### config.mk
export PLATFORM = sky130hd
export DESIGN_NAME = uart_rx
export DESIGN_NICKNAME = d
export VERILOG_FILES = /design/src/rtl/uart_rx.sv
export SDC_FILE = /design/constraint.sdc
export NUM_CORES = 1
export LEC_CHECK = 0
export CAP_MARGIN = 5
export CORE_MARGIN = 2
export CORE_UTILIZATION = 63
export DETAILED_ROUTE_END_ITERATION = 10
export PLACE_DENSITY_LB_ADDON = 0.12
export SLEW_MARGIN = 20
export SYNTH_ARGS = -nofsm -noshare
export SYNTH_HDL_FRONTEND = slang
export SYNTH_SLANG_ARGS = --single-unit
### constraint.sdc
create_clock -name clk -period 3.55 [get_ports clk]
set_input_delay 0.71 -clock clk [delete_from_list [all_inputs] [get_ports clk]]
set_output_delay 0.71 -clock clk [all_outputs]
set_load 0.1 [all_outputs]
### src/rtl/uart_rx.sv
// uart_rx: 8N1 serial receiver (optional even parity via UART_RX_PARITY_EN) feeding a small byte FIFO.
// Latency: byte visible on rd_vld/rd_ch the cycle after the stop-bit sample edge.
// Backpressure: none on the line; a byte completed while the FIFO is full (and not popped) is dropped with an overflow pulse.
module uart_rx #(
    parameter int CLKS_PER_BIT = 16,
    parameter int FIFO_DEPTH   = 4
) (
    input  logic       clk,
    input  logic       rst_n,
    input  logic       rx,
    input  logic       rd_en,
    output logic       rd_vld,
    output logic [7:0] rd_ch,
    output logic       frame_err,
    output logic       overflow
);

    localparam int CW = $clog2(CLKS_PER_BIT);
    localparam int AW = $clog2(FIFO_DEPTH);
    localparam logic [CW-1:0] CNT_HALF = CW'(CLKS_PER_BIT / 2 - 1);
    localparam logic [CW-1:0] CNT_FULL = CW'(CLKS_PER_BIT - 1);

    typedef enum logic [2:0] {IDLE, START, DATA, PARITY, STOP} state_t;

    logic          rx_meta, rx_s;
    state_t        state, state_nx;
    logic [CW-1:0] cnt, cnt_nx;
    logic [2:0]    idx, idx_nx;
    logic [7:0]    shreg, shreg_nx;
    logic          push, bad;
`ifdef UART_RX_PARITY_EN
    logic          par_bad, par_bad_nx;
`endif

    logic [7:0]    mem [FIFO_DEPTH];
    logic [AW:0]   wptr, rptr;
    logic          empty, full, pop, wr;

    // Two-flop synchronizer; idles high so reset never looks like a start bit.
    always_ff @(posedge clk) begin
        if (!rst_n) begin
            rx_meta <= 1'b1;
            rx_s    <= 1'b1;
        end else begin
            rx_meta <= rx;
            rx_s    <= rx_meta;
        end
    end

    // Receiver state register.
    always_ff @(posedge clk) begin
        if (!rst_n) begin
            state <= IDLE;
            cnt   <= '0;
            idx   <= '0;
            shreg <= '0;
`ifdef UART_RX_PARITY_EN
            par_bad <= 1'b0;
`endif
        end else begin
            state <= state_nx;
            cnt   <= cnt_nx;
            idx   <= idx_nx;
            shreg <= shreg_nx;
`ifdef UART_RX_PARITY_EN
            par_bad <= par_bad_nx;
`endif
        end
    end

    // Next-state logic: bit timing counter, mid-bit sampling, frame completion.
    always_comb begin
        state_nx = state;
        cnt_nx   = cnt;
        idx_nx   = idx;
        shreg_nx = shreg;
        push     = 1'b0;
        bad      = 1'b0;
`ifdef UART_RX_PARITY_EN
        par_bad_nx = par_bad;
`endif
        case (state)
            IDLE: begin
                if (!rx_s) begin
                    state_nx = START;
                    cnt_nx   = CNT_HALF;
                end
            end
            START: begin
                if (cnt == '0) begin
                    if (!rx_s) begin
                        state_nx = DATA;
                        idx_nx   = 3'd0;
                        cnt_nx   = CNT_FULL;
                    end else begin
                        state_nx = IDLE;    // start bit vanished: glitch, not an error
                    end
                end else begin
                    cnt_nx = cnt - CW'(1);
                end
            end
            DATA: begin
                if (cnt == '0) begin
                    shreg_nx[idx] = rx_s;
                    cnt_nx        = CNT_FULL;
                    idx_nx        = idx + 3'd1;
                    if (idx == 3'd7) begin
`ifdef UART_RX_PARITY_EN
                        state_nx = PARITY;
`else
                        state_nx = STOP;
`endif
                    end
                end else begin
                    cnt_nx = cnt - CW'(1);
                end
            end
            PARITY: begin
`ifdef UART_RX_PARITY_EN
                if (cnt == '0) begin
                    par_bad_nx = rx_s ^ (^shreg);   // even parity: data plus parity bit has an even count of ones
                    cnt_nx     = CNT_FULL;
                    state_nx   = STOP;
                end else begin
                    cnt_nx = cnt - CW'(1);
                end
`else
                state_nx = IDLE;
`endif
            end
            STOP: begin
                if (cnt == '0) begin
                    state_nx = IDLE;
`ifdef UART_RX_PARITY_EN
                    if (rx_s && !par_bad) push = 1'b1;
                    else                  bad  = 1'b1;
`else
                    if (rx_s) push = 1'b1;
                    else      bad  = 1'b1;
`endif
                end else begin
                    cnt_nx = cnt - CW'(1);
                end
            end
            default: state_nx = IDLE;
        endcase
    end

    assign empty  = (wptr == rptr);
    assign full   = (wptr[AW] != rptr[AW]) && (wptr[AW-1:0] == rptr[AW-1:0]);
    assign pop    = rd_en && !empty;
    assign wr     = push && (!full || pop);   // a simultaneous pop frees the slot being written
    assign rd_vld = !empty;
    assign rd_ch  = empty ? 8'h00 : mem[rptr[AW-1:0]];

    // FIFO pointers; extra MSB distinguishes full from empty.
    always_ff @(posedge clk) begin
        if (!rst_n) begin
            wptr <= '0;
            rptr <= '0;
        end else begin
            if (wr)  wptr <= wptr + 1'b1;
            if (pop) rptr <= rptr + 1'b1;
        end
    end

    // FIFO storage; contents are don't-care while empty, so no reset.
    always_ff @(posedge clk) begin
        if (wr) mem[wptr[AW-1:0]] <= shreg;
    end

    // Single-cycle error/overflow pulses.
    always_ff @(posedge clk) begin
        if (!rst_n) begin
            frame_err <= 1'b0;
            overflow  <= 1'b0;
        end else begin
            frame_err <= bad;
            overflow  <= push && full && !pop;
        end
    end

endmodule

After elaboration in Yosys (flattened, before gate mapping)
Memory sizes are Yosys's and may differ from the RTL's. A register that Yosys moved wholly into a read port is not among the register bits.
Index checks and enable logic that the tools add are counted.
Storage, ports and cells
  flip-flop bits (word level): 28
  latch bits: 0
  bits in writable memories: 32
  ROM bits: 0
  input port bits: 4
  output and inout port bits: 11
  memories kept: 1
Cells by class
  $add $sub $neg: 4
  multipliers: 0
  div/mod/pow operators: 0
  $lt $le $gt $ge: 2
  equal/unequal tests: 15
  shift-type cells: 0
  multiplexer cells: 29
  bitwise gates (word level): 0
  reduce and logical (&&, ||, !) cells: 19
Memory list
  mem: depth 4, width 8, rd ports 1, clocked after Yosys merged registers in 1, write ports 1, RTL line 35  | logic [7:0] mem [FIFO_DEPTH];
Operator list (count)
  $mux 3: 8
  $mux 4: 5
  $pmux 4 s4: 1
  $ne 2x2->1 const B: 7
  $pmux 3 s4: 1
  $add 3x1->3 const B: 3
  $bwmux 8: 1
  $mux 8: 1
  $reduce_and 4->1: 2
  $mux 1: 7
  $eq 3x3->1 const B: 2
  $logic_and 1x1->1: 6
  $mux 2: 3
  $pmux 3 s2: 1
  $reduce_and 5->1: 1
  $logic_not 4->1: 1
  $lt 3x4->1 const B: 1
  $reduce_bool 4->1: 1
  $sub 4x1->4 const B: 1
  $demux 1 s3: 1
  $eq 3x1->1 const B: 1
  $eq 3x2->1 const B: 1
  $eq 3x3->1: 1
  $ge 3x1->1 const B: 1
  9 further kinds: 11

Depth between registers and ports, before layout
Gate-level depths: netlist of run 1.
  depth in word-level cells: 7
  depth in mapped cells: 7
  mapped depth without buffers: 6

Worst setup path after synthesis of run 1
No wires, ideal clock.
  path type: flip-flop to output port
  start: register wptr[0]
  end: output rd_ch[0]
  arrival: 2.192 ns
  path slack: 0.648 ns
  stages on the path, launching flop included: 4
  path buffers: 0
  cell sequence: dfxtp_1 > xor2_1 > nor3_1 > nor2b_1
Between the ends
  cells in the longest elaborated chain, start to end: 2
RTL lines
  from (decl): RTL line 36  | logic [AW:0] wptr, rptr;
  from (signal assigned): RTL line 162  | if (wr) wptr <= wptr + 1'b1;
  $eq 3x3->1: RTL line 149  | assign empty = (wptr == rptr);
  $mux 8: RTL line 154  | assign rd_ch = empty ? 8'h00 : mem[rptr[AW-1:0]];
  to (decl): RTL line 13  | output logic [7:0] rd_ch,
No other way between the ends.

==> qor.txt, run 1 <==
Headroom to the max-slew limit = 34.3%
Die X = 69.6 µm
Maximum VDD drop = 0.284 mV
Power Total = 1.29 mW
Layout Utilization = 74.1%
WHS = 419 ps
Starting Density = 66.9%
PortBufs = 14
CTS-repair resized insts = 0
Iteration-0 DRC Markers = 120
Avg Inst Size Synth = 12.6 µm²
Worst Path Max Fanout = 8
Sequential-to-total area share from yosys stat = 57.6%
Final setup vio count = 0
Worst-margin pin slew = 982 ps
Clock sinks = 62
Crit path largest cell delay = 630 ps
RSZ-0062 raised after global routing = no
Clock Path Buffers = 2
GPL Wtd Cong = 0.758
Crit Path Class = register to output port
Tot GR Track Use = 22.3%
HP Class = register to register
Vias per cell = 5.78
Total die area = 0.00485 mm²
Setup TNS = 0 ps
Cells after synthesis = 216
Syn_nets = 228
Clock H-tree levels = 3
Row count = 23
Clock-pin slew on the worst setup and hold paths = 60 ps
Hpwl dp = 3490 µm
Crit. End Element = output port
Crit path required time = 2840 ps
Drt drc = 0
Antenna violations before repair = 0
Die Span Y = 69.6 µm
# fillers = 268
Critical path's slowest cell = dfxtp_1
Largest net degree at the start of global routing = 18
Mapped cell area = 0.00271 mm²
#FFs+latches synth = 62
FFs w/ async S/R, synth = 0%
Leakage = 1.16 nW
Placed insts = 271
Fin crit share = 73.4%
First-pass DRT Iterations = 4
Post-CTS Setup Bufs = 0
Status = finished clean
Non-filler instance count after layout = 287
Grt total ovfl = 0
Fin Clk Skew = 7.66 ps
Layout cell share with drive strength beyond 1 = 16.9%
Antenna diode count = 0
First-pass GRT wire length = 8400 µm
ANT nets after route = 0
CTS root buffer = clkbuf_8
Library cells used by synthesis = 47
Post-CTS Hold Buffers = 0
Syn-to-layout area delta = 10.8%
Core area = 0.00406 mm²
Post-layout minimum cycle time = 2610 ps
Most used DFF post-synth = edfxtp_1
Crit path cell chain = mux4_2 -> nor2b_1 -> buf_4
Nets = 244
Pwr Density = 430 mW/mm²
Worst skew pair latency = 320 ps
Number of global-route vias before repair = 1774
Routed wire length = 4670 µm
IO Count = 15
Final Hold Viols = 0
Drt wl/cell = 16.3 µm
Slew Viols, Final = 0
Worst path arrival time = 1900 ps
Synthesis Warnings = 0
Total number of vias = 1659
Startpoint Class = register
Post-synth EDFFs = 32
Num CTS Buffers = 9
Max Cap Violations = 0
CTS tree = yes
Max Fclk = 384 MHz
-- registers in the layout, summed over array words and instances (netlist names), named ones only --
| register | cells |
|---|---|
| cnt | 4 |
| frame_err | 1 |
| idx | 3 |
| mem | 32 |
| overflow | 1 |
| rptr | 3 |
| rx_meta | 1 |
| rx_s | 1 |
| shreg | 8 |
| state | 3 |
| wptr | 3 |
-- power by group --
| part | total (mW) | switching, mW | internal [mW] |
|---|---|---|---|
| Combinational | 0.0496 | 0.0293 | 0.0203 |
| Clock | 0.486 | 0.234 | 0.252 |
| Sequential | 0.758 | 0.00672 | 0.751 |
| Total | 1.29 | 0.270 | 1.02 |
-- final timing paths --
kind / end / slack [ps] / cells past startpoint / start
max reg2reg: shreg[4] / 1400 / 6 / cnt[0]
min reg2reg: rx_s / 420 / 1 / rx_meta
max: rd_ch[4] / 940 / 3 / register
min: rx_s / 420 / 1 / rx_meta
-- layer usage --
layer / up-vias / part of all wire, % / global-route usage (%)
li1: 824 / - / -
met1: 806 / 46 / 28.5
met2: 20 / 49 / 36.5
met3: 9 / 2.6 / 4.94
met4: 0 / 2.0 / 10.3
met5: - / 0 / 0
-- placed cells by master (no fill, tap or decap), types with 3 or more instances in the layout --
cell / netlist / final
mux2i_1: 10 / 10
xor2_1: 7 / 7
nor3_1: 8 / 8
edfxtp_1: 32 / 32
ha_1: 8 / 8
nor2_1: 10 / 10
o21ai_0: 7 / 7
clkbuf_1: 4 / 5
a21oi_1: 7 / 7
clkbuf_8: 0 / 9
nand2_1: 14 / 14
nand2b_1: 5 / 5
nor3b_1: 3 / 3
buf_4: 1 / 10
and3_2: 4 / 4
dfxtp_1: 30 / 30
nand3_1: 4 / 4
clkdlybuf4s50_1: 0 / 5
inv_1: 9 / 9
nor2b_1: 9 / 9
mux4_2: 8 / 8
-- critical path: cells and delay by family, from the launching register on --
family / cells / cell delay, ps
buffers and inverters: 1 / 230
DFF: 1 / 630
muxes: 1 / 560
and+or+nand+nor: 1 / 150
-- synthesized netlist by cell type (all sizes together), types with 5 or more instances --
master / n / area, µm²
edfxtp: 32 / 961
inv: 9 / 33.8
nor2b: 9 / 56.3
ha: 8 / 100
nor3: 9 / 50.1
buf: 6 / 31.3
dfxtp: 30 / 601
xor2: 7 / 61.3
and3: 6 / 47.6
mux2i: 10 / 100
mux4: 8 / 180
nor2: 10 / 37.5
nand2: 14 / 52.6
a21oi: 7 / 35.0
nand2b: 5 / 31.3
o21ai: 7 / 35.0
-- layout make-up --
cell class	instances	area, µm²	share of cell area [%]
clock inverter	2	10.0	0.333
multi-input combinational	135	1070	35.6
timing repair buffer	15	125	4.16
clock buffer	14	143	4.74
sequential	62	1560	51.9
inverter	9	33.8	1.12
tap	50	62.6	2.08
-- cell families after synthesis --
logic type               share of synthesized area, %
AO/OA/AOI/OAI                                    6.46
XOR/XNOR                                         2.58
adder cells (fa/ha/maj)                          3.69
buffers and inverters                            2.95
flip-flops                                       57.6
multiplexers                                     10.7
AND/OR/NAND/NOR                                  16.0
-- metrics by stage --
step	setup slack, ps	area [µm²]
5_1_grt	798	3010
4_1_cts	895	3010
3_5_place_dp	1110	2850
3_3_place_gp	1140	2850
6_report	944	3010
2_1_floorplan	648	2710
No activity file was read; power rests on OpenSTA's default activity.
==> run 2: changes to the inputs <==
CORE_UTILIZATION = 53   (was 63)
clock period = 2.35 ns   (was 3.55 ns; I/O delays follow)
==> run 2 against run 1 <==
Sequential cell count unchanged. Sequential share of layout area shrank 3.4 points. Clock skew is 0.88 ps lower. Count of clock-buffer cells in the layout is the same.
==> qor.txt, run 2 (synthesis results as in run 1) <==
Place WS = -216 ps (was 1110 ps)
Total die area = 0.00571 mm² (was 0.00485 mm²)
First-pass GRT wire length = 8290 µm (was 8400 µm)
CTS-repair resized insts = 2 (was 0)
Clock-pin slew on the worst setup and hold paths = 60 ps (about the same)
Total number of vias = 1738 (was 1659)
Crit path required time = 1880 ps (was 2840 ps)
RSZ-0062 raised after global routing = no (unchanged)
Layout Utilization = 64.2% (was 74.1%)
Critical path's slowest cell = dfxtp_1 (unchanged)
GPL Wtd Cong = 0.761 (was 0.758)
Hpwl dp = 3480 µm (was 3490 µm)
Clock Path Buffers = 2 (unchanged)
Nets = 248 (was 244)
Pwr Density = 659 mW/mm² (was 430 mW/mm²)
Non-filler instance count after layout = 311 (was 287)
Largest net degree at the start of global routing = 15 (was 18)
Core area = 0.00501 mm² (was 0.00406 mm²)
Buf/Inv on CP = 1 (unchanged)
# fillers = 399 (was 268)
Worst-margin pin slew = 659 ps (was 982 ps)
Routed wire length = 5030 µm (was 4670 µm)
Iteration-0 DRC Markers = 66 (was 120)
Drt drc = 0 (unchanged)
Status = finished clean (unchanged)
Placed insts = 295 (was 271)
Antenna diode count = 0 (unchanged)
ANT nets after route = 0 (unchanged)
Post-CTS Hold Buffers = 0 (unchanged)
Final worst slack = 101 ps (was 944 ps)
Antenna violations before repair = 0 (unchanged)
Startpoint Class = register (unchanged)
Headroom to the max-slew limit = 55.5% (was 34.3%)
Die X = 75.5 µm (was 69.6 µm)
Row count = 26 (was 23)
Crit Path Class = register to output port (unchanged)
Worst path arrival time = 1780 ps (was 1900 ps)
IO Count = 15 (unchanged)
PortBufs = 14 (unchanged)
HP Class = register to register (unchanged)
Final setup vio count = 0 (unchanged)
Crit path max-delay family = flip-flops (unchanged)
Final Hold Viols = 0 (unchanged)
Leakage = 1.22 nW (was 1.16 nW)
Starting Density = 54.1% (was 66.9%)
Die Span Y = 75.5 µm (was 69.6 µm)
Maximum VDD drop = 0.424 mV (was 0.284 mV)
Max Cap Violations = 0 (unchanged)
Worst Path Max Fanout = 9 (was 8)
Tot GR Track Use = 20.3% (was 22.3%)
Fin Clk Skew = 6.78 ps (was 7.66 ps)
Slew Viols, Final = 0 (unchanged)
Reg2Reg Depth = 7 (was 6)
Max Fclk = 445 MHz
Crit path cell chain = xor2_1 -> nor3_4 -> nor2b_1 -> buf_12 (was mux4_2 -> nor2b_1 -> buf_4)
Num CTS Buffers = 9 (unchanged)
Worst skew pair latency = 330 ps (was 320 ps)
Drt wl/cell = 16.2 µm (was 16.3 µm)
Syn-to-layout area delta = 18.5% (was 10.8%)
First-pass DRT Iterations = 4 (unchanged)
Path length in cells of the critical path = 4 (was 3)
Most frequent cells in the layout = edfxtp_1 (32), dfxtp_1 (30), nand2_1 (14) (unchanged)
Layout cell share with drive strength beyond 1 = 19.5% (was 16.9%)
Post-CTS Setup Bufs = 0 (unchanged)
Number of global-route vias before repair = 1710 (was 1774)
Worst hold path depth = 1 (unchanged)
Post-layout minimum cycle time = 2250 ps
Vias per cell = 5.59 (was 5.78)
Crit path largest cell delay = 420 ps (was 630 ps)
CTS tree = yes (unchanged)
Clock sinks = 62 (unchanged)
CTS root buffer = clkbuf_8 (unchanged)
Fin crit share = 95.7%
Grt total ovfl = 0 (unchanged)
Crit. End Element = output port (unchanged)
Most common cell after layout, fill and taps aside = edfxtp_1 (unchanged)
Max reg flops = 32 (unchanged)
Clock H-tree levels = 3 (unchanged)
[run 2: cell types whose count changed in the layout (fill, tap and decap cells not counted), sizes merged]
| cell | change |
|---|---|
| buf | +6 |
| bufinv | +1 |
| clkdlybuf4s50 | -2 |
| clkinv | -1 |
[run 2: layout make-up]
type / instances / area (µm²) / area share (%)
timing repair buffer: 19 / 263 / 8.17
multi-input combinational: 135 / 1080 / 33.7
sequential: 62 / 1560 / 48.6
clock inverter: 2 / 33.8 / 1.05
inverter: 9 / 33.8 / 1.05
tap: 70 / 87.6 / 2.72
clock buffer: 14 / 153 / 4.75
[run 2: layer usage]
layer / global-route usage, % / part of all wire, % / vias up
met5: 0 / 0 / -
li1: - / - / 846
met2: 34.5 / 52 / 35
met3: 6.08 / 2.8 / 9
met1: 24.1 / 44 / 848
met4: 8.58 / 1.7 / 0
[run 2: final timing paths]
check	end	slack [ps]	startpoint
hold reg to reg	rx_s	400	rx_meta
setup reg to reg	shreg[4]	470	cnt[0]
setup / recovery	rd_ch[4]	100	wptr[0]
hold / removal	rx_s	400	rx_meta
[run 2: per-stage QoR]
step	area [µm²]	total power, mW	setup TNS, ps	hold slack [ps]
final	3210	2.12	0	404
after global routing	3210	2.18	0	419
after CTS	3210	2.14	0	410
after detailed placement	3020	1.25	-1730	396
after global placement	3020	1.24	-34.5	400
after floorplan	2710	1.22	-2500	386
[run 2: power by group]
| part | switching (mW) | total (mW) | internal [mW] |
|---|---|---|---|
| Sequential | 0.00934 | 1.14 | 1.13 |
| Clock | 0.377 | 0.894 | 0.518 |
| Combinational | 0.0460 | 0.0816 | 0.0355 |
==> run 3: changes to the inputs <==
CORE_UTILIZATION = 59   (was 53)
clock period = 2.37 ns   (was 2.35 ns; I/O delays follow)
==> run 3 against run 2 <==
Clock skew is 0.89 ps higher. Largest power group unchanged. Sequential share of layout area grew 0.56 points. Non-clock buffer count is 2 lower. Die area fell by 9.6%. Critical endpoint is now rd_ch[6]. Utilization rose by 8.4 points. Hold slack better by 15 ps.
==> qor.txt, run 3 (synthesis results as in run 1) <==
HP Class = register to register (unchanged)
Antenna violations before repair = 0 (unchanged)
IO Count = 15 (unchanged)
Die Span Y = 71.8 µm (was 75.5 µm)
Tot GR Track Use = 22.1% (was 20.3%)
Fin crit share = 95.9%
Layout cell share with drive strength beyond 1 = 20.1% (was 19.5%)
Worst skew pair latency = 330 ps (about the same)
Placed insts = 275 (was 295)
Crit path required time = 1900 ps (was 1880 ps)
ANT nets after route = 0 (unchanged)
Die X = 71.8 µm (was 75.5 µm)
Starting Density = 61.9% (was 54.1%)
Total number of vias = 1718 (was 1738)
RSZ-0062 raised after global routing = no (unchanged)
Power Total = 2.09 mW (was 2.12 mW)
Leakage = 1.20 nW (was 1.22 nW)
Max Cap Violations = 0 (unchanged)
Hpwl dp = 3480 µm (about the same)
Drt drc = 0 (unchanged)
Crit. End Element = output port (unchanged)
PortBufs = 14 (unchanged)
Clock-pin slew on the worst setup and hold paths = 60 ps (about the same)
Clock power frac = 42.1% (was 42.2%)
GR Layer Usage met1 = 26.0% (was 24.1%)
Grt peak-use layer = met2 (unchanged)
Worst path arrival time = 1800 ps (was 1780 ps)
Clock Path Buffers = 2 (unchanged)
Maximum VDD drop = 0.332 mV (was 0.424 mV)
Number of global-route vias before repair = 1713 (was 1710)
Fin Clk Skew = 7.68 ps (was 6.78 ps)
Syn-to-layout area delta = 17.3% (was 18.5%)
Headroom to the max-slew limit = 63.2% (was 55.5%)
Final Hold Viols = 0 (unchanged)
Grt total ovfl = 0 (unchanged)
CTS root buffer = clkbuf_8 (unchanged)
Status = finished clean (unchanged)
Pwr Density = 657 mW/mm² (was 659 mW/mm²)
Worst reg2reg setup slack = 270 ps (was 470 ps)
Post-layout minimum cycle time = 2270 ps
Worst Path Max Fanout = 9 (unchanged)
Slew Viols, Final = 0 (unchanged)
Largest net degree at the start of global routing = 15 (unchanged)
Met2 GRT Util = 37.6% (was 34.5%)
Crit Path Class = register to output port (unchanged)
Final worst slack = 97.3 ps (was 101 ps)
Nets = 246 (was 248)
Row count = 24 (was 26)
Worst-margin pin slew = 545 ps (was 659 ps)
Most frequent cells in the layout = edfxtp_1 (32), dfxtp_1 (29), nand2_1 (14), mux2i_1 (10), nor2_1 (10) (was edfxtp_1 (32), dfxtp_1 (30), nand2_1 (14))
GPL Wtd Cong = 0.814 (was 0.761)
Switch share = 21.8% (was 20.4%)
Combinational fraction of design power = 3.6% (was 3.8%)
Max reg flops = 32 (unchanged)
Post-CTS Hold Buffers = 0 (unchanged)
Met3 global-route usage = 7.17% (was 6.08%)
Total die area = 0.00516 mm² (was 0.00571 mm²)
P_sw = 0.456 mW (was 0.432 mW)
Clock H-tree levels = 3 (unchanged)
Non-filler instance count after layout = 291 (was 311)
Setup TNS = 0 ps (unchanged)
Clock sinks = 62 (unchanged)
Antenna diode count = 0 (unchanged)
Vias per cell = 5.90 (was 5.59)
CTS tree = yes (unchanged)
Final setup vio count = 0 (unchanged)
Routed wire length = 5070 µm (was 5030 µm)
Iteration-0 DRC Markers = 118 (was 66)
Layout Utilization = 72.5% (was 64.2%)
Most common cell after layout, fill and taps aside = edfxtp_1 (unchanged)
Place WS = 78.2 ps (was -216 ps)
Drt wl/cell = 17.4 µm (was 16.2 µm)
Startpoint Class = register (unchanged)
First-pass DRT Iterations = 4 (unchanged)
Max Fclk = 440 MHz
Pint = 1.63 mW (was 1.69 mW)
Sequential share of power = 54.2% (was 54.0%)
First-pass GRT wire length = 8370 µm (was 8290 µm)
Num CTS Buffers = 9 (unchanged)
Core area = 0.00438 mm² (was 0.00501 mm²)
[run 3: cell types whose count changed in the layout (fill, tap and decap cells not counted), sizes merged]
cell      before  now
buf           16   14
clkbuf        14   11
clkinv         1    3
clkinvlp       0    1
[run 3: path summary, 6_finish.rpt]
check                           startpoint         to  cells after the start
worst min-delay path               rx_meta       rx_s                      1
worst max-delay path               wptr[1]   rd_ch[6]                      4
worst min register to register     rx_meta       rx_s                      1
worst max register to register      cnt[0]  mem[0][6]                      5
[run 3: per-layer routing]
layer | part of all wire, % | vias to the layer above
met3 | 3.9 | 9
li1 | - | 830
met2 | 52 | 38
met5 | 0 | -
met4 | 1.7 | 0
met1 | 43 | 841
[run 3: critical path, stage by stage, from the launching register on]
cell and delay, ps:
dfxtp_1 400, xor2_1 450, nor3_4 150, nor2b_1 260, buf_12 210
[run 3: repair_timing]
action                     4_1_cts  5_1_grt
pin swaps                        0        0
hold endpoints to repair         0        0
setup buffers                    0        0
setup endpoints to repair        9        9
gates resized for setup          2        2
[run 3: power by group through the flow]
stage | Clock [mW] | Combinational, mW | Sequential [mW]
after detailed placement | 0 | 0.0747 | 1.16
after global routing | 0.938 | 0.0839 | 1.13
after floorplan | 0 | 0.0572 | 1.15
after CTS | 0.898 | 0.0749 | 1.13
after global placement | 0 | 0.0715 | 1.16
final | 0.881 | 0.0753 | 1.13
[run 3: cell type report]
| class | count | area [µm²] |
|---|---|---|
| Clock buffer | 11 | 131 |
| Clock inverter | 5 | 50.0 |
| Fill cell | 298 | 1200 |
| Inverter | 9 | 33.8 |
| Multi-Input combinational cell | 135 | 1090 |
| Sequential cell | 62 | 1560 |
| Tap cell | 52 | 65.1 |
| Timing Repair Buffer | 17 | 248 |
[run 3: through the flow]
step           hold WS [ps]  area (µm²)
2_1_floorplan           386        2710
3_3_place_gp            398        2980
5_1_grt                 427        3180
6_report                419        3180
3_5_place_dp            420        2980
4_1_cts                 428        3170
==> RTL edit (settings of run 2) <==
Add a define of `UART_RX_PARITY_EN`.
--- a/src/rtl/uart_rx.sv
+++ b/src/rtl/uart_rx.sv
@@ -1,6 +1,8 @@
 // uart_rx: 8N1 serial receiver (optional even parity via UART_RX_PARITY_EN) feeding a small byte FIFO.
 // Latency: byte visible on rd_vld/rd_ch the cycle after the stop-bit sample edge.
 // Backpressure: none on the line; a byte completed while the FIFO is full (and not popped) is dropped with an overflow pulse.
+`define UART_RX_PARITY_EN
+
 module uart_rx #(
     parameter int CLKS_PER_BIT = 16,
     parameter int FIFO_DEPTH   = 4
Formal check against the unedited RTL: same outputs for any inputs over 10 cycles, from zero or initial values and one cycle with rst_n low; that may be too few to reach the edited logic, so the function may still have changed.
==> RTL edit against run 2 <==
  * Final area up 7.0%
  * Area after synthesis rose by 7.8%
  * Worst setup slack gained 0.045 ns
  * Via count grew 9.2%
  * Largest power group unchanged
  * Total power is 1.6% lower
  * Routed wire length grew 2.9%
  * Sequential cell count up 1
  * Global-route usage fell by 1.6 points
==> RTL edit: results (changes against run 2) <==
Layout
  • Multi-input gate share of total cell area: 0.3702 (+0.03347)
  • Nets: 277 (+12%)
  • Multi-input gates: 158 (+17%)
  • Seq/total area: 0.4596 (-0.02616)
  • Fill count: 433 (+8.5%)
  • Non-clk buf share: 0.08727 (+0.005529)
  • Non-clock buffer instance count of the final layout: 24 (+5)
  • Multi-input gate area: 1274 µm² (+18%)
  • Fraction of layout cells with a size suffix above 1: 0.1926 (-0.002428)

Placed design
  • Pre-CTS setup slack: -0.04307 ns (+0.1730 ns)
  • Placed cell areas: 3249 µm² (+7.7%)
  • DPL Wire Length: 3597 µm (+3.3%)
  • GP Congestion: 0.7924 (+4.2%)

STA
  • Hold Slack: 0.4066 ns (+0.002407 ns)
  • Fmax: 453.8 MHz (+2.0%)

Logic synthesis
  • Avg Inst Size Synth: 11.99 µm² (-4.5%)
  • Distinct cell type count after synthesis: 52 (+11%)
  • Post-synthesis sequential area ratio: 0.5406 (-0.03501)
  • Synth area leaders: edfxtp_1 (33%), dfxtp_1 (21%), mux4_2 (6.2%)
  • Synth cell count leaders: edfxtp_1 (32), dfxtp_1 (31), nor2_1 (18)
  • Syn Nets: 256 (+12%)
  • Share of the synthesized area in the top cell type: 0.3285 (-0.02576)

Drt
  • Routed wire length: 5174 µm (+2.9%)
  • Wl on met1: 2298 µm (+4.5%)
  • Via density: 5.550 (-0.69%)
  • WL/cell: 15.13 µm (-6.4%)
  • Starting DRT DRC Count: 59 (-11%)
  • DR WL met3: 189 µm (+34%)
  • Met2 WL post-DR: 2625 µm (+0.77%)

Setup path
  • Worst r2r dst: mem[1][3]
  • Critical Path AT: 1.73 ns (-0.05 ns)
  • CP max stage delay: 0.53 ns (+0.11 ns)
  • Delay-heaviest family, CP: multiplexers
  • Reg2Reg Depth: 5 (-2)
  • Slowest CP cell: mux4_2

Global route
  • Met2 usage: 0.2991 (-0.04579)
  • Vias in the first global route: 1825 (+6.7%)
  • Met3 usage: 0.07011 (+0.009268)
  • GRT Overall Usage: 0.1879 (-0.01552)
  • Largest net degree at the start of global routing: 17 (+2)
  • First-pass GRT wire length: 8728 µm (+5.3%)
  • Met1 usage: 0.2370 (-0.004316)

Pwr
  • Internal power: 1.624 mW (-3.8%)
  • Total power: 2.085 mW (-1.6%)
  • Peak VDD IR: 0.3520 mV (-17%)

Status
  • Status: completed

Clock tree
  • CTS sink cnt: 63 (+1.6%)
-- RTL edit: cell types whose count changed after synthesis, sizes merged, moves of 3 or more --
| cell | run 2 | this run |
|---|---|---|
| a21oi | 7 | 13 |
| nor2 | 10 | 18 |
| xnor2 | 1 | 5 |
| nand4 | 2 | 6 |
| nand2 | 14 | 7 |
| o21ai | 7 | 3 |
| nor3 | 9 | 6 |
| buf | 6 | 9 |
| o22ai | 3 | 0 |
| nor2b | 9 | 14 |
| or2 | 0 | 3 |
-- RTL edit: what timing repair did --
action                                  4_1_cts  5_1_grt
resized for setup                             2        5
endpoints found under the setup margin        9       27
buffers inserted                              0        0
-- RTL edit: cell families after synthesis --
group                    synth area share
AND/OR/NAND/NOR                    0.1728
buffers and inverters             0.03421
flip-flops                         0.5406
adder cells (fa/ha/maj)           0.03422
AO/OA/AOI/OAI                     0.07186
multiplexers                      0.09966
XOR/XNOR                          0.04662
